==> src/rtl/i2c_apb_fifo.sv <==
// APB register front end with command, TX and RX FIFOs for an I2C master core.
// Define I2C_APB_FIFO_IRQ_EN to build the interrupt register at 0x14.
module i2c_apb_fifo_buf #(
    parameter int W     = 8,
    parameter int DEPTH = 4
) (
    input  logic                         clk,
    input  logic                         arst_n,
    input  logic                         push_i,
    input  logic [W-1:0]                 data_i,
    input  logic                         pop_i,
    output logic [W-1:0]                 data_o,
    output logic                         valid_o,
    output logic                         full_o,
    output logic [$clog2(DEPTH+1)-1:0]   count_o
);
    localparam int PW = $clog2(DEPTH);
    localparam int CW = $clog2(DEPTH+1);

    logic [W-1:0]  mem_q [DEPTH];
    logic [PW-1:0] wr_q, wr_d;
    logic [PW-1:0] rd_q, rd_d;
    logic [CW-1:0] cnt_q, cnt_d;
    logic          push_ok;
    logic          pop_ok;

    // Full is judged on the pre-pop count, so a pop never frees a slot early.
    assign full_o  = (cnt_q == CW'(DEPTH));
    assign valid_o = (cnt_q != '0);
    assign push_ok = push_i & ~full_o;
    assign pop_ok  = pop_i & valid_o;
    assign data_o  = mem_q[rd_q];
    assign count_o = cnt_q;

    always_comb begin
        wr_d  = wr_q;
        rd_d  = rd_q;
        cnt_d = cnt_q;
        if (push_ok) wr_d = wr_q + 1'b1;
        if (pop_ok)  rd_d = rd_q + 1'b1;
        case ({push_ok, pop_ok})
            2'b10:   cnt_d = cnt_q + 1'b1;
            2'b01:   cnt_d = cnt_q - 1'b1;
            default: cnt_d = cnt_q;
        endcase
    end

    always_ff @(posedge clk or negedge arst_n) begin
        if (!arst_n) begin
            wr_q  <= '0;
            rd_q  <= '0;
            cnt_q <= '0;
        end else begin
            wr_q  <= wr_d;
            rd_q  <= rd_d;
            cnt_q <= cnt_d;
        end
    end

    always_ff @(posedge clk) begin
        if (push_ok) mem_q[wr_q] <= data_i;
    end
endmodule

module i2c_apb_fifo #(
    parameter int CMD_DEPTH  = 4,
    parameter int DATA_DEPTH = 16
) (
    input  logic        clk,
    input  logic        arst_n,
    input  logic        s_apb_psel,
    input  logic        s_apb_penable,
    input  logic        s_apb_pwrite,
    input  logic [5:0]  s_apb_paddr,
    input  logic [31:0] s_apb_pwdata,
    output logic        s_apb_pready,
    output logic [31:0] s_apb_prdata,
    output logic        s_apb_pslverr,
    output logic [6:0]  m_cmd_address,
    output logic [4:0]  m_cmd_flags,
    output logic        m_cmd_valid,
    input  logic        m_cmd_ready,
    output logic [7:0]  m_data_tdata,
    output logic        m_data_tlast,
    output logic        m_data_tvalid,
    input  logic        m_data_tready,
    input  logic [7:0]  s_data_tdata,
    input  logic        s_data_tvalid,
    output logic        s_data_tready,
    input  logic [3:0]  status_i,
    output logic [15:0] prescale_o,
    output logic        stop_on_idle_o,
    output logic        irq
);
    localparam int CCW = $clog2(CMD_DEPTH+1);
    localparam int DCW = $clog2(DATA_DEPTH+1);

    logic            acc;
    logic [3:0]      idx;
    logic [16:0]     ctrl_q, ctrl_d;
    logic            cmd_push, tx_push, rx_pop;
    logic            cmd_full, tx_full, rx_full;
    logic            rx_valid;
    logic [7:0]      rx_data;
    logic [11:0]     cmd_head;
    logic [8:0]      tx_head;
    logic [CCW-1:0]  cmd_cnt;
    logic [DCW-1:0]  tx_cnt, rx_cnt;
    logic [31:0]     status_w;
    logic            unused_w;
`ifdef I2C_APB_FIFO_IRQ_EN
    logic            irq_wr;
    logic [2:0]      pend_q, pend_d;
    logic [2:0]      en_q, en_d;
    logic            irq_q;
    logic            miss_q, busy_q;
    logic            done;
`endif

    assign acc          = s_apb_psel & s_apb_penable;
    assign idx          = s_apb_paddr[5:2];
    assign s_apb_pready = 1'b1;
    assign unused_w     = ^{s_apb_paddr[1:0], s_apb_pwdata};

    assign prescale_o     = ctrl_q[15:0];
    assign stop_on_idle_o = ctrl_q[16];
    assign status_w = {8'(rx_cnt), 8'(tx_cnt), 8'(cmd_cnt), 4'b0, status_i};

    always_comb begin
        s_apb_prdata  = '0;
        s_apb_pslverr = 1'b0;
        cmd_push      = 1'b0;
        tx_push       = 1'b0;
        rx_pop        = 1'b0;
        ctrl_d        = ctrl_q;
`ifdef I2C_APB_FIFO_IRQ_EN
        irq_wr        = 1'b0;
`endif
        if (acc) begin
            case (idx)
                4'd0: begin
                    if (s_apb_pwrite) ctrl_d = s_apb_pwdata[16:0];
                    else s_apb_prdata = {15'b0, ctrl_q};
                end
                4'd1: begin
                    if (s_apb_pwrite) s_apb_pslverr = 1'b1;
                    else s_apb_prdata = status_w;
                end
                4'd2: begin
                    if (!s_apb_pwrite || cmd_full) s_apb_pslverr = 1'b1;
                    else cmd_push = 1'b1;
                end
                4'd3: begin
                    if (!s_apb_pwrite || tx_full) s_apb_pslverr = 1'b1;
                    else tx_push = 1'b1;
                end
                4'd4: begin
                    if (s_apb_pwrite || !rx_valid) begin
                        s_apb_pslverr = 1'b1;
                    end else begin
                        s_apb_prdata = {23'b0, 1'b1, rx_data};
                        rx_pop       = 1'b1;
                    end
                end
                4'd5: begin
`ifdef I2C_APB_FIFO_IRQ_EN
                    if (s_apb_pwrite) irq_wr = 1'b1;
                    else s_apb_prdata = {21'b0, en_q, 5'b0, pend_q};
`else
                    s_apb_prdata = '0;
`endif
                end
                default: s_apb_pslverr = 1'b1;
            endcase
        end
    end

    always_ff @(posedge clk or negedge arst_n) begin
        if (!arst_n) ctrl_q <= 17'h000FA;
        else         ctrl_q <= ctrl_d;
    end

    i2c_apb_fifo_buf #(.W(12), .DEPTH(CMD_DEPTH)) u_cmd (
        .clk     (clk),
        .arst_n  (arst_n),
        .push_i  (cmd_push),
        .data_i  ({s_apb_pwdata[12:8], s_apb_pwdata[6:0]}),
        .pop_i   (m_cmd_ready),
        .data_o  (cmd_head),
        .valid_o (m_cmd_valid),
        .full_o  (cmd_full),
        .count_o (cmd_cnt)
    );

    assign m_cmd_flags   = cmd_head[11:7];
    assign m_cmd_address = cmd_head[6:0];

    i2c_apb_fifo_buf #(.W(9), .DEPTH(DATA_DEPTH)) u_tx (
        .clk     (clk),
        .arst_n  (arst_n),
        .push_i  (tx_push),
        .data_i  (s_apb_pwdata[8:0]),
        .pop_i   (m_data_tready),
        .data_o  (tx_head),
        .valid_o (m_data_tvalid),
        .full_o  (tx_full),
        .count_o (tx_cnt)
    );

    assign m_data_tlast = tx_head[8];
    assign m_data_tdata = tx_head[7:0];

    i2c_apb_fifo_buf #(.W(8), .DEPTH(DATA_DEPTH)) u_rx (
        .clk     (clk),
        .arst_n  (arst_n),
        .push_i  (s_data_tvalid),
        .data_i  (s_data_tdata),
        .pop_i   (rx_pop),
        .data_o  (rx_data),
        .valid_o (rx_valid),
        .full_o  (rx_full),
        .count_o (rx_cnt)
    );

    assign s_data_tready = ~rx_full;

`ifdef I2C_APB_FIFO_IRQ_EN
    // Transfer is done when the core drops busy with nothing left queued.
    assign done = busy_q & ~status_i[0] & ~m_cmd_valid;

    always_comb begin
        pend_d = pend_q;
        en_d   = en_q;
        if (irq_wr) begin
            pend_d = pend_q & ~s_apb_pwdata[2:0];
            en_d   = s_apb_pwdata[10:8];
        end
        pend_d = pend_d | {done, rx_valid, status_i[3] & ~miss_q};
    end

    always_ff @(posedge clk or negedge arst_n) begin
        if (!arst_n) begin
            pend_q <= '0;
            en_q   <= '0;
            irq_q  <= 1'b0;
            miss_q <= 1'b0;
            busy_q <= 1'b0;
        end else begin
            pend_q <= pend_d;
            en_q   <= en_d;
            irq_q  <= |(pend_q & en_q);
            miss_q <= status_i[3];
            busy_q <= status_i[0];
        end
    end

    assign irq = irq_q;
`else
    assign irq = 1'b0;
`endif
endmodule

==> config.mk <==
export PLATFORM = sky130hd
export DESIGN_NAME = i2c_apb_fifo
export DESIGN_NICKNAME = d
export VERILOG_FILES = /design/src/rtl/i2c_apb_fifo.sv
export SDC_FILE = /design/constraint.sdc
export NUM_CORES = 1
export LEC_CHECK = 0
export ABC_AREA = 1
export CAP_MARGIN = 20
export CORE_AREA = 3 3 168 170
export CTS_CLUSTER_DIAMETER = 60
export DETAILED_ROUTE_END_ITERATION = 12
export DIE_AREA = 0 0 171 173
export PLACE_DENSITY = 0.81
export SLEW_MARGIN = 20
export SYNTH_ARGS = -nofsm -noshare
export SYNTH_HDL_FRONTEND = slang
export SYNTH_HIERARCHICAL = 1
export SYNTH_SLANG_ARGS = --single-unit
export TNS_END_PERCENT = 10
==> constraint.sdc <==
create_clock -name clk -period 5.9 [get_ports clk]
set_input_delay 0.59 -clock clk [delete_from_list [all_inputs] [get_ports clk]]
set_output_delay 0.59 -clock clk [all_outputs]
set_load 0.02 [all_outputs]
==> out/qor.csv <==
metric;value;unit
outcome;complete, no violations;
DR pass1 iterations;9;
post-cts sizing count;0;
worst skew pair latency;0.53;ns
GRT Total Usage;25.8;%
endpoints failing setup;0;
I/O Pins;134;
FILL cells;1804;
die width;171;um
final setup TNS;0;ns
most common cell in the netlist;nand2_1;
VDD IR max;0.285;mV
RePlAce Congestion;0.856;
cts hold-fix bufs;0;
post-synthesis cell type count;35;
max cap viols;0;
Root Driver;clkbuf_16;
Synth top area share;57.0;%
Rows;60;
WL final;38300;um
post-synthesis sequential area ratio;64.5;%
Slew HR;28.3;%
worst setup margin;2.01;ns
Worst Path Required;5.31;ns
DR vias;11939;
largest net degree at the start of global routing;92;
arrival time worst endpoint;3.30;ns
CTS clk-pin slew, worst paths;0.06;ns
H-tree depth reported by CTS;2;
Post-synth top flop;edfxtp_1;
initial DRC count;1412;
ranking of synthesized cells by area;edfxtp_1 (57%), nand2_1 (14%), dfrtp_1 (6.5%), inv_1 (4.5%), nand3_1 (3.8%);
fin crit period;3.89;ns
Syn Inst Count;1692;
Area Growth Syn to Fin;14.6;%
layout cell share with drive strength beyond 1;6.17;%
Min-Delay Path Class;in -> async;
syn avg cell area;9.96;um2
Synth Register Bits;370;
Post-route DRC;0;
setup bufs post-CTS;0;
Antenna Cells;0;
initial antenna violation count;0;
DP HPWL;24100;um
crit share post-route;66.0;%
IO Port Bufs;108;
Cell Pwr Density;433;nW/um2
pre-CTS setup slack;2.06;ns
Post-Synthesis Cell Area;16800;um2
Die Y;173;um
final hold violation count;0;
Synth top cells by count;nand2_1 (610), edfxtp_1 (320), inv_1 (201);
Yosys top cell by area;edfxtp_1;
Remaining Overflow, GRT;0;
vias in the first global route;11547;
TritonCTS clock tree;done;
die area;29600;um2
TritonCTS Buffers;38;
Slew @ Worst Pin;1.08;ns
wire per inst;17.8;um
nature of the critical path startpoint;primary input;
Peak Freq;257;MHz
leakage power total;8.16;nW
Via density;5.54;
Final nets;1870;
CTS sink count;370;
Layout Skew;0.0225;ns
Crit Path Category;in -> out;
Post-DRT Antenna Nets;0;
RSZ-0062 raised after global routing;false;
Async S/R FF share, synth;13.5;%
CORE AREA;26900;um2
critical path peak fanout;11;
Initial Utilization;62.7;%
CP Capture Type;output port;
first-pass GRT wire length;60000;um
number of synthesized flops with an enable pin;320;
Synth warnings;6;
Pins Over Slew Limit;0;
maximum clock insertion buffer count;3;
registers in the layout, summed over array words and instances, names as in the netlist:
| signal | cells |
|---|---|
| u_tx/mem_q | 144 |
| u_rx/mem_q | 128 |
| u_cmd/mem_q | 48 |
| ctrl_q | 17 |
| u_rx/count_o | 5 |
| u_tx/count_o | 5 |
| u_rx/rd_q | 4 |
| u_rx/wr_q | 4 |
| u_tx/rd_q | 4 |
| u_tx/wr_q | 4 |
| u_cmd/count_o | 3 |
| u_cmd/rd_q | 2 |
| u_cmd/wr_q | 2 |
placed cells by master, fill, tap and decap left out, drive strengths merged, types with 7 or more instances in the layout:
cell type,n
buf,8
clkbuf,56
clkdlybuf4s50,107
conb,8
dfrtp,44
edfxtp,320
ha,23
inv,216
nand2,615
nand3,131
nand4,10
nor2,158
nor3,11
nor3b,9
o211ai,24
o21ai,34
xnor2,7
xor2,8
stage by stage:
stage | util [%] | area, um2 | power, mW | instances | hold WS [ns]
2_1_floorplan | - | 16900 | 5.07 | 1698 | 0.294
3_3_place_gp | 66.9 | 18000 | 5.79 | 2086 | 0.485
3_5_place_dp | 66.9 | 18000 | 5.89 | 2086 | 0.488
4_1_cts | 71.8 | 19300 | 8.35 | 2156 | 0.212
5_1_grt | 71.8 | 19300 | 8.77 | 2157 | 0.252
6_report | 71.8 | 19300 | 8.36 | 2157 | 0.196
logic make-up (layout without fill, tap and decap cells):
| kind of cell | Yosys count | count (layout) | synth area share (%) |
|---|---|---|---|
| simple gates | 934 | 934 | 22.7 |
| compound gates | 64 | 64 | 2.58 |
| xor+xnor | 15 | 15 | 0.780 |
| fa+ha+maj | 26 | 26 | 2.06 |
| other cells | 2 | 8 | 0.0446 |
| buf+inv | 281 | 399 | 7.37 |
| flops | 370 | 370 | 64.5 |
metal layers:
| layer | track usage, % | wire length, um | vias to the layer above |
|---|---|---|---|
| li1 | - | - | 5639 |
| met1 | 35.2 | 15000 | 5631 |
| met2 | 42.4 | 18900 | 569 |
| met3 | 3.64 | 2960 | 100 |
| met4 | 9.79 | 1400 | 0 |
| met5 | 0 | 0 | - |
path summary, 6_finish.rpt:
check                                         to  slack (ns)  depth (start not counted)            start
worst min register to register         ctrl_q[5]        0.50                          2        ctrl_q[5]
min in group clk                       ctrl_q[5]        0.50                          2        ctrl_q[5]
worst min-delay path                u_rx/wr_q[1]        0.20                          2           arst_n
worst max-delay path             s_apb_prdata[6]        2.01                          7   s_apb_paddr[5]
max in group asynchronous           u_tx/rd_q[0]        5.20                          2           arst_n
worst max register to register  u_tx/mem_q[9][3]        2.83                         10  u_tx/count_o[0]
report_power, final:
group	switching [mW]	internal [mW]	leakage, nW
Sequential	0.172	3.06	3.47
Clock	0.978	1.48	0.628
Combinational	1.78	0.888	4.06
worst max-delay path, stage by stage:
cell and delay [ns]:
clkdlybuf4s50_1 0.48, nor2_1 0.56, nand2_1 0.55, inv_2 0.21, nand2_1 0.13, o21ai_1 0.15
clkdlybuf4s50_1 0.62
cell type report:
cell class                      instances  area [um2]  share of cell area [%]
Clock buffer                           56        1100                    5.70
Clock inverter                         14         205                    1.06
Inverter                              214         803                    4.16
Multi-Input combinational cell       1047        4770                    24.7
Sequential cell                       370       10900                    56.3
Tap cell                              341         427                    2.21
Timing Repair Buffer                  115        1130                    5.85
Power figures use the tool's default switching activity.
